File: src/rtl/sync_fifo.sv
// sync_fifo: single-clock FIFO with registered read data and occupancy flags.
// Optional sticky overflow/underflow flags are built when SYNC_FIFO_ERR_FLAGS_EN is defined.
//
// Parameters:
//   DATA_W    - word width in bits (>= 1)
//   DEPTH     - number of stored words (power of two, >= 2)
//   AFULL_TH  - almost_full asserts when count >= AFULL_TH (1..DEPTH)
//   AEMPTY_TH - almost_empty asserts when count <= AEMPTY_TH (0..DEPTH-1)
//
// Ports:
//   clk          in   clock, all state changes on the rising edge
//   rst          in   synchronous active-high reset
//   wr_en        in   write request, accepted when not full
//   wr_data      in   write word
//   rd_en        in   read request, accepted when not empty
//   rd_data      out  registered read word, loaded on an accepted read
//   full         out  count == DEPTH
//   empty        out  count == 0
//   almost_full  out  count >= AFULL_TH
//   almost_empty out  count <= AEMPTY_TH
//   count        out  occupancy, 0..DEPTH
//   overflow     out  sticky: wr_en seen while full (SYNC_FIFO_ERR_FLAGS_EN only)
//   underflow    out  sticky: rd_en seen while empty (SYNC_FIFO_ERR_FLAGS_EN only)

module sync_fifo #(
    parameter int DATA_W    = 8,
    parameter int DEPTH     = 8,
    parameter int AFULL_TH  = 6,
    parameter int AEMPTY_TH = 1
) (
    input  logic                       clk,
    input  logic                       rst,
    input  logic                       wr_en,
    input  logic [DATA_W-1:0]          wr_data,
    input  logic                       rd_en,
    output logic [DATA_W-1:0]          rd_data,
    output logic                       full,
    output logic                       empty,
    output logic                       almost_full,
    output logic                       almost_empty,
`ifdef SYNC_FIFO_ERR_FLAGS_EN
    output logic                       overflow,
    output logic                       underflow,
`endif
    output logic [$clog2(DEPTH):0]     count
);

    localparam int AW = $clog2(DEPTH);
    localparam int CW = AW + 1;

    localparam logic [CW-1:0] CNT_FULL   = CW'(DEPTH);
    localparam logic [CW-1:0] CNT_AFULL  = CW'(AFULL_TH);
    localparam logic [CW-1:0] CNT_AEMPTY = CW'(AEMPTY_TH);

    logic [DATA_W-1:0] mem_q [DEPTH];

    logic [AW-1:0]     wr_ptr_q, wr_ptr_d;
    logic [AW-1:0]     rd_ptr_q, rd_ptr_d;
    logic [CW-1:0]     count_q, count_d;
    logic [DATA_W-1:0] rd_data_q, rd_data_d;

    logic full_w;
    logic empty_w;
    logic wr_acc;
    logic rd_acc;

    // Status flags look only at the count register, so no input
    // reaches an output combinationally.
    assign full_w  = (count_q == CNT_FULL);
    assign empty_w = (count_q == '0);

    // Blocked requests are simply not accepted; when full with both
    // requests only the read goes through, when empty only the write.
    assign wr_acc = wr_en && !full_w;
    assign rd_acc = rd_en && !empty_w;

    always_comb begin
        wr_ptr_d  = wr_ptr_q;
        rd_ptr_d  = rd_ptr_q;
        count_d   = count_q;
        rd_data_d = rd_data_q;

        if (wr_acc) begin
            wr_ptr_d = wr_ptr_q + AW'(1);
        end

        if (rd_acc) begin
            rd_ptr_d  = rd_ptr_q + AW'(1);
            rd_data_d = mem_q[rd_ptr_q];
        end

        unique case ({wr_acc, rd_acc})
            2'b10:   count_d = count_q + CW'(1);
            2'b01:   count_d = count_q - CW'(1);
            default: count_d = count_q;
        endcase
    end

    always_ff @(posedge clk) begin
        if (rst) begin
            wr_ptr_q  <= '0;
            rd_ptr_q  <= '0;
            count_q   <= '0;
            rd_data_q <= '0;
        end else begin
            wr_ptr_q  <= wr_ptr_d;
            rd_ptr_q  <= rd_ptr_d;
            count_q   <= count_d;
            rd_data_q <= rd_data_d;
        end
    end

    // Storage is never cleared; reset only discards it via the pointers.
    always_ff @(posedge clk) begin
        if (!rst && wr_acc) begin
            mem_q[wr_ptr_q] <= wr_data;
        end
    end

`ifdef SYNC_FIFO_ERR_FLAGS_EN
    logic overflow_q, overflow_d;
    logic underflow_q, underflow_d;

    always_comb begin
        overflow_d  = overflow_q;
        underflow_d = underflow_q;
        if (wr_en && full_w) begin
            overflow_d = 1'b1;
        end
        if (rd_en && empty_w) begin
            underflow_d = 1'b1;
        end
    end

    always_ff @(posedge clk) begin
        if (rst) begin
            overflow_q  <= 1'b0;
            underflow_q <= 1'b0;
        end else begin
            overflow_q  <= overflow_d;
            underflow_q <= underflow_d;
        end
    end

    assign overflow  = overflow_q;
    assign underflow = underflow_q;
`endif

    assign rd_data      = rd_data_q;
    assign count        = count_q;
    assign full         = full_w;
    assign empty        = empty_w;
    assign almost_full  = (count_q >= CNT_AFULL);
    assign almost_empty = (count_q <= CNT_AEMPTY);

endmodule

File: config.mk
export PLATFORM = sky130hd
export DESIGN_NAME = sync_fifo
export DESIGN_NICKNAME = d
export VERILOG_FILES = /design/src/rtl/sync_fifo.sv
export SDC_FILE = /design/constraint.sdc
export NUM_CORES = 1
export LEC_CHECK = 0
export CORE_ASPECT_RATIO = 1.1
export CORE_MARGIN = 4
export CORE_UTILIZATION = 28
export CTS_CLUSTER_SIZE = 20
export DETAILED_ROUTE_END_ITERATION = 8
export PLACE_DENSITY = 0.47
export SETUP_SLACK_MARGIN = 0.4
export SLEW_MARGIN = 20
export SYNTH_ARGS = -nofsm -noshare
export SYNTH_HDL_FRONTEND = slang
export SYNTH_SLANG_ARGS = --single-unit
export TNS_END_PERCENT = 5
File: constraint.sdc
create_clock -name clk -period 7.5 [get_ports clk]
set_clock_uncertainty 0.1 [all_clocks]
set_input_delay 0.75 -clock clk [delete_from_list [all_inputs] [get_ports clk]]
set_output_delay 0.75 -clock clk [all_outputs]
set_load 0.03 [all_outputs]
**After elaboration in Yosys (flattened, before gate mapping)**

Memories as Yosys holds them, arrays and structs flattened. A register that Yosys moved wholly into a read port is not among the register bits.
Cells that the tools add are included.

- Input bits: 12
- Register bits: 10
- Memories kept: 1
- Output and inout port bits: 16
- RAM bits: 64
- Word-level logic and storage cells: 24

- Reductions and logical operators: 8
- Equality and inequality tests: 3
- Multiplexer cells: 3
- Magnitude comparators: 2
- $add $sub $neg: 4

Memories:

| memory | words | width | rd ports | clocked after Yosys merged registers in | wr ports | RTL line | text |
|---|---|---|---|---|---|---|---|
| mem_q | 8 | 8 | 1 | 1 | 1 | 55 | `logic [DATA_W-1:0] mem_q [DEPTH];` |

Operators with widths:

| operator | count |
|---|---|
| 4-bit case mux with 2 select lines | 1 |
| 3-bit by 1-bit adder with 3-bit output (second input constant) | 2 |
| 4-bit by 1-bit adder with 4-bit output (second input constant) | 1 |
| 4-bit equality test (second input constant) | 1 |
| 4-bit by 3-bit greater-or-equal comparator with 1-bit output (second input constant) | 1 |
| 4-bit by 1-bit less-or-equal comparator with 1-bit output (second input constant) | 1 |
| 4-bit zero test | 1 |
| 4-bit by 1-bit subtractor with 4-bit output (second input constant) | 1 |
| 1-bit logical AND | 3 |
| 1-bit zero test | 3 |
| 2-bit by 1-bit equality test with 1-bit output (second input constant) | 1 |
| 2-bit equality test (second input constant) | 1 |
| 1-bit 2-to-1 mux | 2 |
| 2-bit nonzero test | 1 |

**Logic depth before layout (Yosys ltp)**

- Word-level depth: 6
- Depth in mapped cells: 10
- Depth with buffers taken out: 10

**Worst setup path before layout**

Ideal clock, no wire load.

- Path kind: reg2reg
- From: register count_q[0] (netlist: count[0])
- To: register count_q[3] (netlist: count[3])
- Path buffers: 0
- Clock period less this slack: 2623 ps
- Stages on the path, launching flop included: 11
- Setup slack: 4877 ps
- Data arrival time: 2395 ps
- Data required time: 7272 ps
- Cells stage by stage: dfxtp_1 -> inv_1 -> ha_1 -> or3b_4 -> nand2_2 -> inv_1 -> ha_1 -> or4b_1 -> a21oi_2 -> xnor2_1 -> nor2_1

- Longest elaborated chain between the ends: 5
- Elaborated cells between the ends (all ways): 12
- Classes of those cells: 2 x add/sub; 3 x eq/ne; 1 x mux; 6 x reduce/logical

RTL lines:

| what | RTL line | text |
|---|---|---|
| from (decl) | 59 | `logic [CW-1:0] count_q, count_d;` |
| from (signal assigned) | 108 | `count_q <= count_d;` |
| 4-bit zero test * | 70 | `assign empty_w = (count_q == '0);` |
| 1-bit zero test * | 75 | `assign rd_acc = rd_en && !empty_w;` |
| 1-bit logical AND * | 75 |  |
| via rd_acc | 65 | `logic rd_acc;` |
| 2-bit by 1-bit equality test with 1-bit output / 2-bit equality test (equally long branches) | 92 | `unique case ({wr_acc, rd_acc})` |
| 4-bit case mux with 2 select lines / 2-bit nonzero test (equally long branches) | - |  |

The timed path passes the listed nets; every way through them passes the cells marked *.
A chain may end at the register's enable or synchronous reset.

**Worst setup path after layout**

- From: register count_q[1] (netlist: count[1])
- To: output empty

- Longest elaborated chain between the ends: 1

RTL lines:

| what | RTL line | text |
|---|---|---|
| 4-bit zero test | 70 |  |
| to (decl) | 38 | `output logic empty,` |

Every way passes these cells.

==> summary.md <==
| Metric | Value |
|---|---|
| Min-delay worst type | flop to flop |
| Maximum clock path buffer count | 2 |
| Count leader, synth | edfxtp_1 |
| PwrDens | 344 nW/um^2 |
| Synth Cell Area | 3300 sq um |
| Gr usage total | 10.9% |
| Top cells by count, synth | edfxtp_1 (64), mux2i_1 (33), dfxtp_1 (18), a22oi_1 (16), nor2_1 (16) |
| Measured slew at the worst slew-check pin | 1.10 ns |
| Number of global-route vias before repair | 1,904 |
| Worst-Skew Late Latency | 0.33 ns |
| Leading area contributor after synthesis | edfxtp_1 |
| Global-route wire length before repair | 10.9 mm |
| H-tree lvl count | 3 |
| Buf/Inv on CP | 3 |
| Critical-path cell list | inv_1 -> ha_1 -> or3b_4 -> inv_1 -> clkdlybuf4s50_1 |
| CP startpoint kind | flop |
| N_diodes | 0 |
| Antenna violations before repair | 0 |
| Clk slew on worst S/H paths | 0.06 ns |
| Detail Route Antenna Nets | 0 |
| Synth warnings | 0 |
| FILL cells | 1,157 |
| Max Fclk | 332 MHz |
| CP peak stage delay | 0.66 ns |
| Comb power frac | 23.7% |
| Setup TNS | 0 ns |
| Post-Syn Area per Cell | 15.1 sq um |
| Grt ovf | 0 |
| Main synth FF type | edfxtp_1 |
| Delay-heaviest family, CP | buffers and inverters |
| Final Max Slew Viols | 0 |
| Rel. slew slack | 26.6% |
| HPWL Detailed | 4.67 mm |
| Post-CTS setup buffers | 0 |
| Crit path kind | flop to output pin |
| Syn_nets | 238 |
| Fin crit share | 40.2% |
| Starting density of the core | 28.7% |
| Top-level I/O count | 28 |
| P_int | 0.983 mW |
| Nets | 267 |
| Critical-path top delay cell | clkdlybuf4s50_1 |
| Status | complete, no violations |
| First-pass DRT Iterations | 4 |
| Switching power | 0.414 mW |
| Sequential area share after synthesis | 69.1% |
| Sequential power share | 42.2% |
| Pre-CTS WS | 4.06 ns |
| Wire per inst | 17.7 um |
| Worst r2r src | count[0] |
| Hold-fix buffers at CTS | 0 |
| DRC | 0 |
| Register bit total from synthesis | 82 |
| Top-area cell type share of the netlist area | 58.2% |
| Core Box Area | 11,500 sq um |
| Async set-reset flop share out of synthesis | 0% |
| Hold depth | 1 |
| Die W | 112 um |
| Via/cell ratio | 4.69 |
| Clk sink count | 82 |
| Largest net degree at the start of global routing | 35 |
| Final setup viols | 0 |
| Layout area overhead | 22.9% |
| Total power | 1.40 mW |
| Switch share | 29.6% |
| Resized cells post-CTS | 0 |
| Post-synth EDFFs | 64 |
| LEAKAGE | 1.33 nW |
| Routability cong. | 0.681 |
| Row Count | 41 |
| Final hold vios | 0 |
| Hold Crit Endpoint | rd_data[7] |
| Data arrival time of the critical path | 2.16 ns |
| Synth top area cells | edfxtp_1 (58%), dfxtp_1 (11%), mux2i_1 (10%) |
| DR iter-0 viols | 142 |
| Reg2Reg Setup Slack | 4.82 ns |
| Final Critical Period | 3.01 ns |
| CTS tree | done |
| Worst hold start | rd_data[7] |
| Reg2reg path depth | 5 |
| Die height | 122 um |
| Distinct cell type count after synthesis | 31 |
| Drt total wl | 7.13 mm |
| Syn Inst Count | 219 |
| Vias | 1,889 |
| Share of cells above drive strength 1 | 9.09% |
| I/O Buffers | 27 |
| CP endpoint kind | output pin |
| WP data required | 6.65 ns |
| Die Area | 13,600 sq um |
| VDD IR max | 127 uV |
| RR Endpoint | mem_q[3][7] |
| Max-cap violations | 0 |
| RSZ-0062 raised after global routing | false |
| Clock network fraction of total power | 34.1% |
| Top cell by count, worst path | inv_1 |
| Crit-path max FO | 7 |
| Root Buffer | clkbuf_16 |
| Fin worst setup slack | 4.49 ns |
| TritonCTS Buffers | 9 |
power groups by stage:
stage	sequential, mW	clock, mW	combinational (mW)
6_report	0.590	0.477	0.331
5_1_grt	0.598	0.503	0.358
4_1_cts	0.592	0.487	0.337
3_5_place_dp	0.602	0	0.337
3_3_place_gp	0.602	0	0.335
2_1_floorplan	0.590	0	0.227
kinds of logic (layout without fill, tap and decap cells):
family          Yosys count  count (layout)  synth area share, %
simple gates             45              45                 7.09
flops                    82              82                 69.1
fa+ha+maj                 7               7                 2.65
xor+xnor                  7               7                 1.86
compound gates           31              31                 7.31
buf+inv                  14              48                 1.97
mux                      33              33                 10.0
per-stage QoR:
| stage | util (%) | area [sq um] | instances | hold WS, ns |
|---|---|---|---|---|
| floorplan | - | 3300 | 219 | 0.382 |
| global placement | 32.3 | 3710 | 387 | 0.351 |
| detailed placement | 32.3 | 3710 | 387 | 0.356 |
| CTS | 35.2 | 4040 | 403 | 0.370 |
| global route | 35.3 | 4060 | 403 | 0.378 |
| finish | 35.3 | 4060 | 403 | 0.364 |
worst max path at each step:
stage / slack (ns) / startpoint / cells past startpoint / end
after detailed placement: 4.06 / rst / 3 / mem_q[0][2]
after global placement: 4.20 / rst / 3 / mem_q[0][1]
after CTS: 4.40 / rst / 3 / mem_q[0][2]
after global routing: 4.34 / count[1] / 5 / empty
after floorplan: 4.88 / count[0] / 10 / count[3]
final: 4.49 / count[1] / 5 / empty
flip-flops by register name, summed over array words and instances, names as in the netlist:
register  flops
count         4
mem_q        64
rd_data       8
rd_ptr_q      3
wr_ptr_q      3
layout make-up:
type,instances,area (sq um),area share (%)
tap,150,188,4.63
sequential,82,2280,56.3
clock buffer,10,239,5.89
timing repair buffer,27,270,6.66
clock inverter,6,88.8,2.19
multi-input combinational,123,970,23.9
inverter,5,18.8,0.463
placed cells by master (no fill, tap or decap), types with 2 or more instances in the layout:
cell type	netlist	routed
a21oi_1	3	3
a22oi_1	16	16
a32o_1	8	8
bufinv_16	0	2
clkbuf_16	0	9
clkdlybuf4s50_1	0	27
dfxtp_1	18	17
edfxtp_1	64	64
ha_1	7	7
inv_1	5	5
mux2i_1	33	33
nand2_1	6	6
nand3_1	4	4
nand3b_1	2	2
nor2_1	16	16
nor2b_1	3	3
nor3_1	5	2
nor3_2	0	3
o21ai_0	2	2
or3_1	2	2
xnor2_1	2	2
xor2_1	5	5
layer usage:
| metal | wire (um) | share of wire (%) | up-vias | global-route usage, % |
|---|---|---|---|---|
| met5 | 0 | 0 | - | 0 |
| met4 | 193 | 2.7 | 0 | 6.01 |
| met3 | 180 | 2.5 | 16 | 2.19 |
| met2 | 3580 | 50 | 33 | 18.1 |
| met1 | 3180 | 45 | 939 | 13.4 |
| li1 | - | - | 901 | - |
No activity file was read; power rests on OpenSTA's default activity.
